**config.mk**
```make
export PLATFORM = sky130hd
export DESIGN_NAME = mux4_rr_arbiter
export DESIGN_NICKNAME = d
export VERILOG_FILES = /design/src/rtl/mux4_rr_arbiter.sv
export SDC_FILE = /design/constraint.sdc
export NUM_CORES = 1
export LEC_CHECK = 0
export ABC_AREA = 0
export CAP_MARGIN = 15
export CELL_PAD_IN_SITES_DETAIL_PLACEMENT = 0
export CELL_PAD_IN_SITES_GLOBAL_PLACEMENT = 1
export CORE_ASPECT_RATIO = 0.7
export CORE_MARGIN = 1.5
export CORE_UTILIZATION = 25
export DETAILED_ROUTE_END_ITERATION = 8
export PLACE_DENSITY = 0.94
export SLEW_MARGIN = 15
export SYNTH_ARGS = -nofsm -noshare
export SYNTH_HDL_FRONTEND = slang
export SYNTH_SLANG_ARGS = --single-unit
```
**constraint.sdc**
```tcl
create_clock -name clk -period 3.9 [get_ports clk]
set_clock_uncertainty 0.15 [all_clocks]
set_input_delay 0.585 -clock clk [delete_from_list [all_inputs] [get_ports clk]]
set_output_delay 0.585 -clock clk [all_outputs]
set_load 0.02 [all_outputs]
```
**src/rtl/mux4_rr_arbiter.sv**
```systemverilog
// Round-robin arbiter that shares one 4:1 mux datapath among four requesters.
// A grant is held for up to MAX_BURST accepted beats. It is released early if
// the owner drops its request. Priority then rotates to the index after the
// released owner. Every grant is followed by one IDLE cycle.
module mux4_rr_arbiter #(
    parameter int WIDTH     = 8,
    parameter int MAX_BURST = 4
) (
    input  logic             clk,
    input  logic             rst,
    input  logic [3:0]       req,
    input  logic [WIDTH-1:0] in0,
    input  logic [WIDTH-1:0] in1,
    input  logic [WIDTH-1:0] in2,
    input  logic [WIDTH-1:0] in3,
    output logic [3:0]       ack,
    output logic [WIDTH-1:0] out_data,
    output logic             out_valid,
    input  logic             out_ready,
    output logic             s1,
    output logic             s0,
    output logic             busy
);

    typedef enum logic {IDLE, GRANT} state_t;

    // Beat index at which a grant must be released.
    localparam logic [3:0] LAST_BEAT = 4'(MAX_BURST - 1);

    state_t      state_reg;
    logic [1:0]  ptr_reg;
    logic [1:0]  sel_reg;
    logic [3:0]  cnt_reg;

    logic [3:0]  req_rot;
    logic [1:0]  pick_idx;
    logic        granted;
    logic        transfer;
    logic [WIDTH-1:0] in_arr [4];

    assign in_arr[0] = in0;
    assign in_arr[1] = in1;
    assign in_arr[2] = in2;
    assign in_arr[3] = in3;

    // Rotate the request vector so that bit 0 is the current priority holder.
    generate
        for (genvar gi = 0; gi < 4; gi++) begin : g_rot
            assign req_rot[gi] = req[ptr_reg + 2'(gi)];
        end
    endgenerate

    // Find the first requester at or after ptr. The scan runs downward so that
    // the lowest rotated position wins.
    always_comb begin
        pick_idx = ptr_reg;
        for (int k = 3; k >= 0; k--) begin
            if (req_rot[k]) begin
                pick_idx = ptr_reg + 2'(k);
            end
        end
    end

    assign granted   = (state_reg == GRANT);
    assign out_valid = granted & req[sel_reg];
    assign transfer  = out_valid & out_ready;
    assign out_data  = in_arr[sel_reg];
    assign s1        = sel_reg[1];
    assign s0        = sel_reg[0];
    assign busy      = granted;

    // Acknowledge goes only to the granted owner, in the cycle its beat is taken.
    generate
        for (genvar gi = 0; gi < 4; gi++) begin : g_ack
            assign ack[gi] = transfer & (sel_reg == 2'(gi));
        end
    endgenerate

    // Arbitration FSM: pick a new owner in IDLE, then count beats in GRANT
    // until the burst limit is reached or the owner drops its request.
    always_ff @(posedge clk) begin
        if (rst) begin
            state_reg <= IDLE;
            ptr_reg   <= 2'd0;
            sel_reg   <= 2'd0;
            cnt_reg   <= 4'd0;
        end else begin
            case (state_reg)
                IDLE: begin
                    if (req != 4'd0) begin
                        sel_reg   <= pick_idx;
                        cnt_reg   <= 4'd0;
                        state_reg <= GRANT;
                    end
                end
                GRANT: begin
                    if ((transfer && cnt_reg == LAST_BEAT) || !req[sel_reg]) begin
                        state_reg <= IDLE;
                        ptr_reg   <= sel_reg + 2'd1;
                        cnt_reg   <= 4'd0;
                    end else if (transfer) begin
                        cnt_reg   <= cnt_reg + 4'd1;
                    end
                end
                default: state_reg <= IDLE;
            endcase
        end
    end

endmodule

```
## Word level (Yosys, flattened, before mapping)

Index checks and enable logic that the tools add are counted.

- Flip-flop bits (word level): 9
- Input bits: 39
- Output and inout bits: 16
- Word-level logic and storage cells: 61

- $add $sub $neg: 5
- Order comparisons: 6
- Equal/unequal tests: 6
- Muxes and demuxes: 24
- Bitwise gates (word level): 8
- Reduce and logical (&&, ||, !) cells: 8

Operators by type and width:

| kind | count |
|---|---|
| $bmux W8 S2 | 1 |
| $mux W8 | 2 |
| $lt A2 B3 Y1 const B | 5 |
| $mux W4 | 3 |
| $bmux W1 S2 | 5 |
| $mux W2 | 4 |
| $pmux W4 S2 | 1 |
| $mux W1 | 7 |
| $and A1 B1 Y1 | 6 |
| $reduce_and A2 Y1 | 3 |
| $add A2 B1 Y2 const B | 2 |
| $add A2 B2 Y2 const B | 2 |
| $add A4 B1 Y4 const B | 1 |
| $eq A2 B2 Y1 const B | 2 |
| $eq A4 B2 Y1 const B | 1 |
| $reduce_bool A4 Y1 | 1 |
| $ge A3 B3 Y1 const B | 1 |
| $ne A3 B1 Y1 const B | 1 |
| $not A2 Y3 | 1 |
| $eq A2 B1 Y1 const B | 1 |
| $logic_not A2 Y1 | 1 |
| $ne A2 B2 Y1 const B | 1 |
| $pmux W1 S2 | 1 |
| $logic_and A1 B1 Y1 | 1 |
| 3 further kinds | 3 |

## Longest topological paths before layout

Gate-level depths: netlist (run 1).

- Word-level depth: 8
- Gate-level depth with buffers: 5
- Gate-level depth less buffers: 5

## Worst setup path before layout (run 1)

No wires, ideal clock.

- Path type: flip-flop to output port
- Start point: reg sel_reg[0]
- End point: out ack[0]
- Arrival: 1.665 ns
- Data required time: 3.165 ns
- Setup slack: 1.500 ns
- Stages on the path, launching flop included: 4
- Path buffers: 0
- Cell sequence: dfxtp_1 > mux4_2 > and2_1 > and3_1

- Longest elaborated chain between the ends: 5
- Elaborated cells on any way between the ends: 6
- Classes of those cells: mux (2); bitwise (3); reduce/logical (1)

RTL lines:

| element | line | source |
|---|---|---|
| start: declaration | 32 | `logic [1:0] sel_reg;` |
| start signal: assignment | 91 | `sel_reg <= pick_idx;` |
| $bmux W1 S2 | 65 | `assign out_valid = granted & req[sel_reg];` |
| $mux W1 (not written as such) | 65 |  |
| $and A1 B1 Y1 | 65 |  |
| via out_valid | 18 | `output logic out_valid,` |
| $and A1 B1 Y1 | 66 | `assign transfer = out_valid & out_ready;` |
| $and A1 B1 Y1 | 75 | `assign ack[gi] = transfer & (sel_reg == 2'(gi));` |
| end: declaration | 16 | `output logic [3:0] ack,` |

The timed path passes the listed nets, and every way through them passes these cells. The select of a mux whose other input is x is not followed.

## Worst setup path in the final report (run 1)

- Start point: in req[1]
- End point: out ack[1]

- Longest elaborated chain between the ends: 5

RTL lines:

| element | line | source |
|---|---|---|
| start: declaration | 11 | `input logic [3:0] req,` |
| $bmux W1 S2 | 65 |  |
| $mux W1 (not written as such) | 65 |  |
| $and A1 B1 Y1 | 65 |  |
| $and A1 B1 Y1 | 66 |  |
| $and A1 B1 Y1 | 75 |  |

No other way between the ends. The select of a mux whose other input is x is not followed.

==> results by stage, run 1 <==
Clocking:
- Clock latency on the worst-skew pair, taken at its later pin, is 240 ps.
- Clock tree synthesis selected as its root buffer the cell clkbuf_8.
- After clock tree synthesis, the clock-pin slew on the worst setup and hold paths is 40 ps.
- The total clock buffers created by CTS is 3.
- The clock tree buffer depth is 2.
- The number of hold buffers added after CTS is 0.
- Post-CTS repair changed the size of 0 cells.
- Once the clock tree was built, the setup fixing pass inserted 0 buffers.
- The level count of the clock H-tree is 1.
- The TritonCTS sink count is 9.
- The CTS tree is yes.

Job:
- The number of violations of the max-capacitance limit is 0.

Drt:
- The number of detailed-route iterations in the first pass is 4.
- The via-per-instance ratio is 5.12.
- The via count of the routed design is 880.
- The detailed router finished its first iteration with 31 violations.
- The remaining antenna violation count after routing is 0.
- The final routed DRC violation total is 0.
- After detailed routing, the average wire length per cell comes to 14.6 um.
- The total detailed-routing wirelength is 2510 um.

Yosys:
- The number of warnings reported in the yosys synthesis log is 0.
- Synthesis produced a netlist with a net count of 121.
- The post-synthesis instance area is 761 um^2.
- After synthesis the netlist holds a flip-flop and latch count of 9.
- The mean instance size in the synthesized netlist is 9.88 um^2.
- Sequential cells were found to cover 23.7% of the synthesized design area.
- The netlist uses 28 different library cells.
- Sorting the synthesized cells by area gives the leading types as mux4_2 (27%), dfxtp_1 (24%), ha_1 (8.2%), nor2b_1 (4.1%), a21oi_1 (3.9%).
- The gate count of the mapped netlist is 77.
- The cell type with the highest aggregate area in the netlist is mux4_2.
- Summed over its instances, the top area cell type makes up 26.6% of the synthesized netlist area.

Die:
- The core region is 2840 um^2.
- The initial utilization of the core area, before any placement, comes to 26.8%.
- The floorplan die height is 49.2 um.
- After floorplanning, the core was divided into 16 placement rows.
- The die is 68.9 um wide.
- The floorplan step defined a die boundary enclosing 3390 um^2.
- 55 I/O pins were placed.

Timing:
- The sum of negative setup slack is 0 ps.
- Setup violations remaining at the end of the flow were counted as 0.
- The setup slack of the critical path after layout is 559 ps.
- The final number of hold-violating endpoints is 0.
- The fmax is 299 MHz.
- Setup repair after global routing left no endpoint under its margin.
- The post-route clock period utilization is 85.7%.
- For the pin with the worst max-slew slack, the measured transition is 367 ps.
- The headroom to the max-slew limit is 75.5%.
- Subtracting the final worst setup slack from the clock period gives 3340 ps.
- The count of final max-slew check failures came to 0.

Hold path:
- The worst hold-check path type is reg -> reg.

Power:
- The cell area power density is 260 nW/um^2.
- The peak ir drop on the vdd network is 0.119 mV.
- The static leakage is 0.000506 uW.

Placed design:
- The detailed placement HPWL is 2120 um.
- Prior to clock tree synthesis, the placed netlist has a worst setup slack of 554 ps.
- In this run the tool buffered the top-level ports with 54 buffer cells.
- The congestion estimate from routability-driven global placement came to 0.773.

GRT:
- The number of global-route vias before repair came to 870.
- Summed over all layers, the global routing overflow is 0.
- The overall global routing resource usage is 15.5%.
- The pin count of the biggest net entering global routing is 16.
- The first global-routing pass estimated 3890 um of wire.
- The number of antenna violations at the first check in global routing is 0.

Cells and area:
- The number of nets in the layout is 181.
- The number of antenna diodes in the final layout is 0.
- The post-route netlist has 11.0% of its cells at a drive strength greater than 1.
- The register with the most flip-flops in the layout has 4 of them.
- The top cell types in the final layout, fill and taps aside, are clkdlybuf4s50_1 (54), mux4_2 (9), dfxtp_1 (9).
- The commonest non-fill, non-tap cell in the layout is clkdlybuf4s50_1.
- The layout overhead on the synthesized area is 84.7%.
- After filler insertion, the fill cell instance count of the layout stands at 251.

Critical path:
- The required time of the critical path is 3160 ps.
- The highest-delay cell along the critical path is mux4_2.
- Walking the worst path, the cells encountered are clkdlybuf4s50_1, mux4_2, and2_1, and3_1, clkdlybuf4s50_1.
- STA classifies the critical path endpoint as a primary output.
- The stage delay of the slowest cell on the critical path is 550 ps.
- The critical setup path kind is in -> out.
- STA puts the critical path data arrival time at 2610 ps.
- The largest driver fanout on the critical path is 7.
- The kind of start point of the critical path is an input pin.
- The cell that appears most often on the critical path is clkdlybuf4s50_1.

Status:
- The flow ran to the end, and the final reports show no timing, DRC or antenna violations.
synth_stat cells, drive strengths merged:
cell type / instances
o211ai: 1
and2: 1
clkbuf: 1
o221ai: 1
a21oi: 6
a2111o: 1
a22o: 1
a21o: 1
nor2b: 5
or4bb: 1
nand2: 3
mux4: 9
xnor2: 1
nor3: 1
and3: 4
nand3: 2
nor4: 1
inv: 4
a211oi: 2
dfxtp: 9
a22oi: 1
buf: 1
or3: 2
ha: 5
o21ai: 4
nor3b: 2
nor2: 6
mux2i: 1
metrics by stage:
stage               power (uW)  area (um^2)  utilization, %  instances  hold slack, ps
finish                     365         1410            49.4        172             334
global route               387         1410            49.4        172             353
CTS                        368         1410            49.4        172             332
detailed placement         255         1360            47.8        168             326
global placement           252         1360            47.8        168             312
floorplan                  173          761               -         77             304
kinds of logic after synthesis:
| group | synth area share (%) |
|---|---|
| muxes | 28.0 |
| xor gates and xnor gates | 1.15 |
| adders and majority gates | 8.22 |
| AOI/OAI and AO/OA | 15.3 |
| DFF | 23.7 |
| and+or+nand+nor | 20.6 |
| buffers and inverters | 3.12 |
area by class of cell:
| type | count | area, um^2 | share of cell area (%) |
|---|---|---|---|
| well taps | 36 | 45.0 | 3.21 |
| clock buffers | 4 | 45.0 | 3.21 |
| repair buffers | 57 | 563 | 40.1 |
| inverters | 4 | 15.0 | 1.07 |
| flip-flops and latches | 9 | 180 | 12.8 |
| multi-input cells | 62 | 557 | 39.6 |
metal layers:
layer,track usage (%),wire (um),vias up
met5,0,0,-
met3,3.23,185,6
li1,-,-,417
met1,19.4,1020,414
met2,25.5,1260,43
met4,6.86,46,0
path summary, 6_finish.rpt:
kind,startpoint,to,slack (ps),depth (start not counted)
max reg2reg,sel_reg[0]$_SDFFE_PP0P_,cnt_reg[2]$_SDFFE_PP0P_,1760,5
max,req[1],ack[1],560,5
min,cnt_reg[1]$_SDFFE_PP0P_,cnt_reg[1]$_SDFFE_PP0P_,330,2
min reg2reg,cnt_reg[1]$_SDFFE_PP0P_,cnt_reg[1]$_SDFFE_PP0P_,330,2
where the power goes:
group          switching, uW  total (uW)  internal [uW]
Sequential              5.02         102           97.2
Clock                   40.9         113           71.6
Combinational           61.6         151           89.0
worst max-delay path, delay by kind of cell:
kind / cells / cell delay [ps]
buffers and inverters: 2 / 1050
multiplexers: 1 / 550
AND/OR/NAND/NOR: 2 / 420
(Power assumes the default switching activity.)
==> run 2: changes to the inputs <==
--- a/config.mk
+++ b/config.mk
@@ -10,7 +10,7 @@
 export CELL_PAD_IN_SITES_DETAIL_PLACEMENT = 0
 export CELL_PAD_IN_SITES_GLOBAL_PLACEMENT = 1
 export CORE_ASPECT_RATIO = 0.7
-export CORE_MARGIN = 1.5
+export CORE_MARGIN = 2
 export CORE_UTILIZATION = 25
 export DETAILED_ROUTE_END_ITERATION = 8
 export PLACE_DENSITY = 0.94
==> results by stage, run 2 (synthesis gave the netlist of run 1 again) <==
Status:
- The flow ran to the end, and the final reports show no timing, DRC or antenna violations.

Critical path:
- Traced cell by cell, the critical path runs through clkdlybuf4s50_1, mux4_2, and2_1, and3_1, clkdlybuf4s50_1.
- The worst setup path is captured at a primary output.
- The kind of start point of the critical path is an input pin.
- The largest individual stage delay along the critical path comes from the cell mux4_2.
- The critical setup path kind is in -> out.
- The origin of the worst setup path is req[3].
- The stage delay of the slowest cell on the critical path is 560 ps.
- The startpoint identified for the worst register-to-register timing path is sel_reg[1]$_SDFFE_PP0P_.
- The library cell appearing most often on the critical path is clkdlybuf4s50_1.
- The required time of the critical path is 3160 ps.
- In this run the worst path has a maximum fanout of 5.
- At the worst endpoint, the arrival time is 2600 ps.

Power:
- Power spread over the standard cell area amounts to 261 nW/um^2.
- The worst-case IR drop observed on VDD is 0.145 mV.
- The analysis attributes to cell leakage a power of 0.000500 uW.

Placed design:
- The number of I/O port buffers is 54.
- The final weighted congestion of routability-driven global placement is 0.770.
- After legalization and detailed placement, the total HPWL measured 2040 um.
- Prior to clock tree synthesis, the placed netlist has a worst setup slack of 564 ps.
- The cell area after placement is 1350 um^2.

Timing:
- For the pin with the worst max-slew slack, the measured transition is 623 ps.
- For the final routed database, the setup TNS stands at 0 ps.
- Setup repair after global routing left no endpoint under its margin.
- After layout, the worst path uses 85.5% of the clock period.
- The count of final max-slew check failures is 0.
- The final number of hold-violating endpoints is 0.
- Measured against its own limit, the worst slew margin works out to 58.4%.
- The time the worst path needs with I/O delays and setup is 3330 ps.
- The setup slack of the critical path after layout is 566 ps.
- Based on the critical path, the design can be clocked at up to 300 MHz.
- Setup violations remaining at the end of the flow were counted as 0.

Clocking:
- At the later pin of the worst-skew pair, clock insertion delay measures 240 ps.
- The clock tree buffer depth is 2.
- The total clock buffers created by CTS is 3.
- Clock tree synthesis found a total of 9 sinks.
- Buffers added to address setup during post-CTS repair amount to 0.
- The level count of the clock H-tree is 1.
- The clock-pin slew reported for the worst setup and hold paths after clock tree synthesis is 50 ps.
- Gates resized during post-CTS repair numbered 0.
- CTS placed an instance of clkbuf_8 at the clock tree root.
- The CTS tree is yes.
- After clock tree synthesis, the flow added hold-fix buffers numbering 0.

Die:
- During I/O placement, the number of pins put on the boundary was 55.
- For this configuration, the core starts out at a cell density of 26.8%.
- The die boundary width is 69.9 um.
- The region available for standard cell placement spans 2840 um^2.
- Row generation in the floorplan step produced 16 rows.
- The die covers 3510 um^2.
- The floorplan die height is 50.2 um.

Cells and area:
- From synthesis to final layout, the design area changed by 83.7%.
- The number of fill cells in the layout is 256.
- The number of nets in the layout is 180.
- The number of antenna diodes in the final layout is 0.
- The commonest non-fill, non-tap cell in the layout is clkdlybuf4s50_1.
- The register with the most flip-flops in the layout has 4 of them.
- The finished cells cover 1400 um^2.
- Of the cells placed in the final design, the portion with a size suffix greater than 1 is 10.4%.
- Leaving out fill and tap cells, the most frequent cells in the layout are clkdlybuf4s50_1 (54), mux4_2 (9), dfxtp_1 (9).

GRT:
- The number of global-route vias before repair came to 803.
- The number of antenna violations at the first check in global routing came to 0.
- For this run the aggregate overflow at the end of global routing stands at 0.
- The global-route wire length before repair is 3920 um.
- Entering global routing, the biggest net connects 15 pins.
- The overall global routing resource usage is 14.8%.

Drt:
- After detailed routing, the total wire length is 2550 um.
- The final routed DRC violation total is 0.
- The via-per-instance ratio is 4.91.
- In the final routed layout, each cell accounts on average for 14.9 um.
- The first detailed-routing pass took 4 iterations.
- The detailed router finished its first iteration with 69 violations.
- The remaining antenna violation count after routing is 0.
- The via count of the routed design is 840.

Hold path:
- The tightest min-delay check is of the reg -> reg type.
- The beginning of the worst hold path is cnt_reg[3]$_SDFFE_PP0P_.

Job:
- Max-cap violations in this run came to 0.
==> run 2: worst max-delay path, delay by kind of cell <==
family,cells,cell delay (ps)
multiplexers,1,560
AND/OR/NAND/NOR,2,410
buffers and inverters,2,1040
==> run 2: where the power goes <==
group / leakage, uW / internal [uW] / switching, uW / total, uW
clock: 0.0000228 / 71.6 / 41.3 / 113
combinational: 0.000404 / 88.2 / 58.6 / 147
sequential: 0.0000735 / 97.2 / 8.25 / 105
==> run 2: worst paths after layout <==
kind / end / slack, ps / cells after the start
max: ack[3] / 570 / 5
min reg2reg: cnt_reg[3]$_SDFFE_PP0P_ / 340 / 2
min: cnt_reg[3]$_SDFFE_PP0P_ / 340 / 2
max reg2reg: cnt_reg[2]$_SDFFE_PP0P_ / 1790 / 4
==> run 2: area by class of cell <==
| cell class | count | area [um^2] | area share, % |
|---|---|---|---|
| well taps | 36 | 45.0 | 3.22 |
| clock buffers | 4 | 45.0 | 3.22 |
| repair buffers | 56 | 556 | 39.7 |
| inverters | 4 | 15.0 | 1.07 |
| multi-input cells | 62 | 557 | 39.8 |
| flip-flops and latches | 9 | 180 | 12.9 |
==> run 2: metal layers <==
metal | vias up | track usage (%) | wire [um]
met1 | 385 | 18.5 | 1070
met2 | 35 | 24.1 | 1260
met4 | 0 | 6.73 | 45
met3 | 4 | 3.82 | 169
met5 | - | 0 | 0
li1 | 416 | - | -
==> run 2: stage by stage <==
step	std cells	util (%)	power (uW)	hold WS [ps]
floorplan	77	-	173	304
global placement	167	47.6	251	313
detailed placement	167	47.6	254	327
CTS	171	49.2	366	337
global route	171	49.2	384	365
finish	171	49.2	365	339
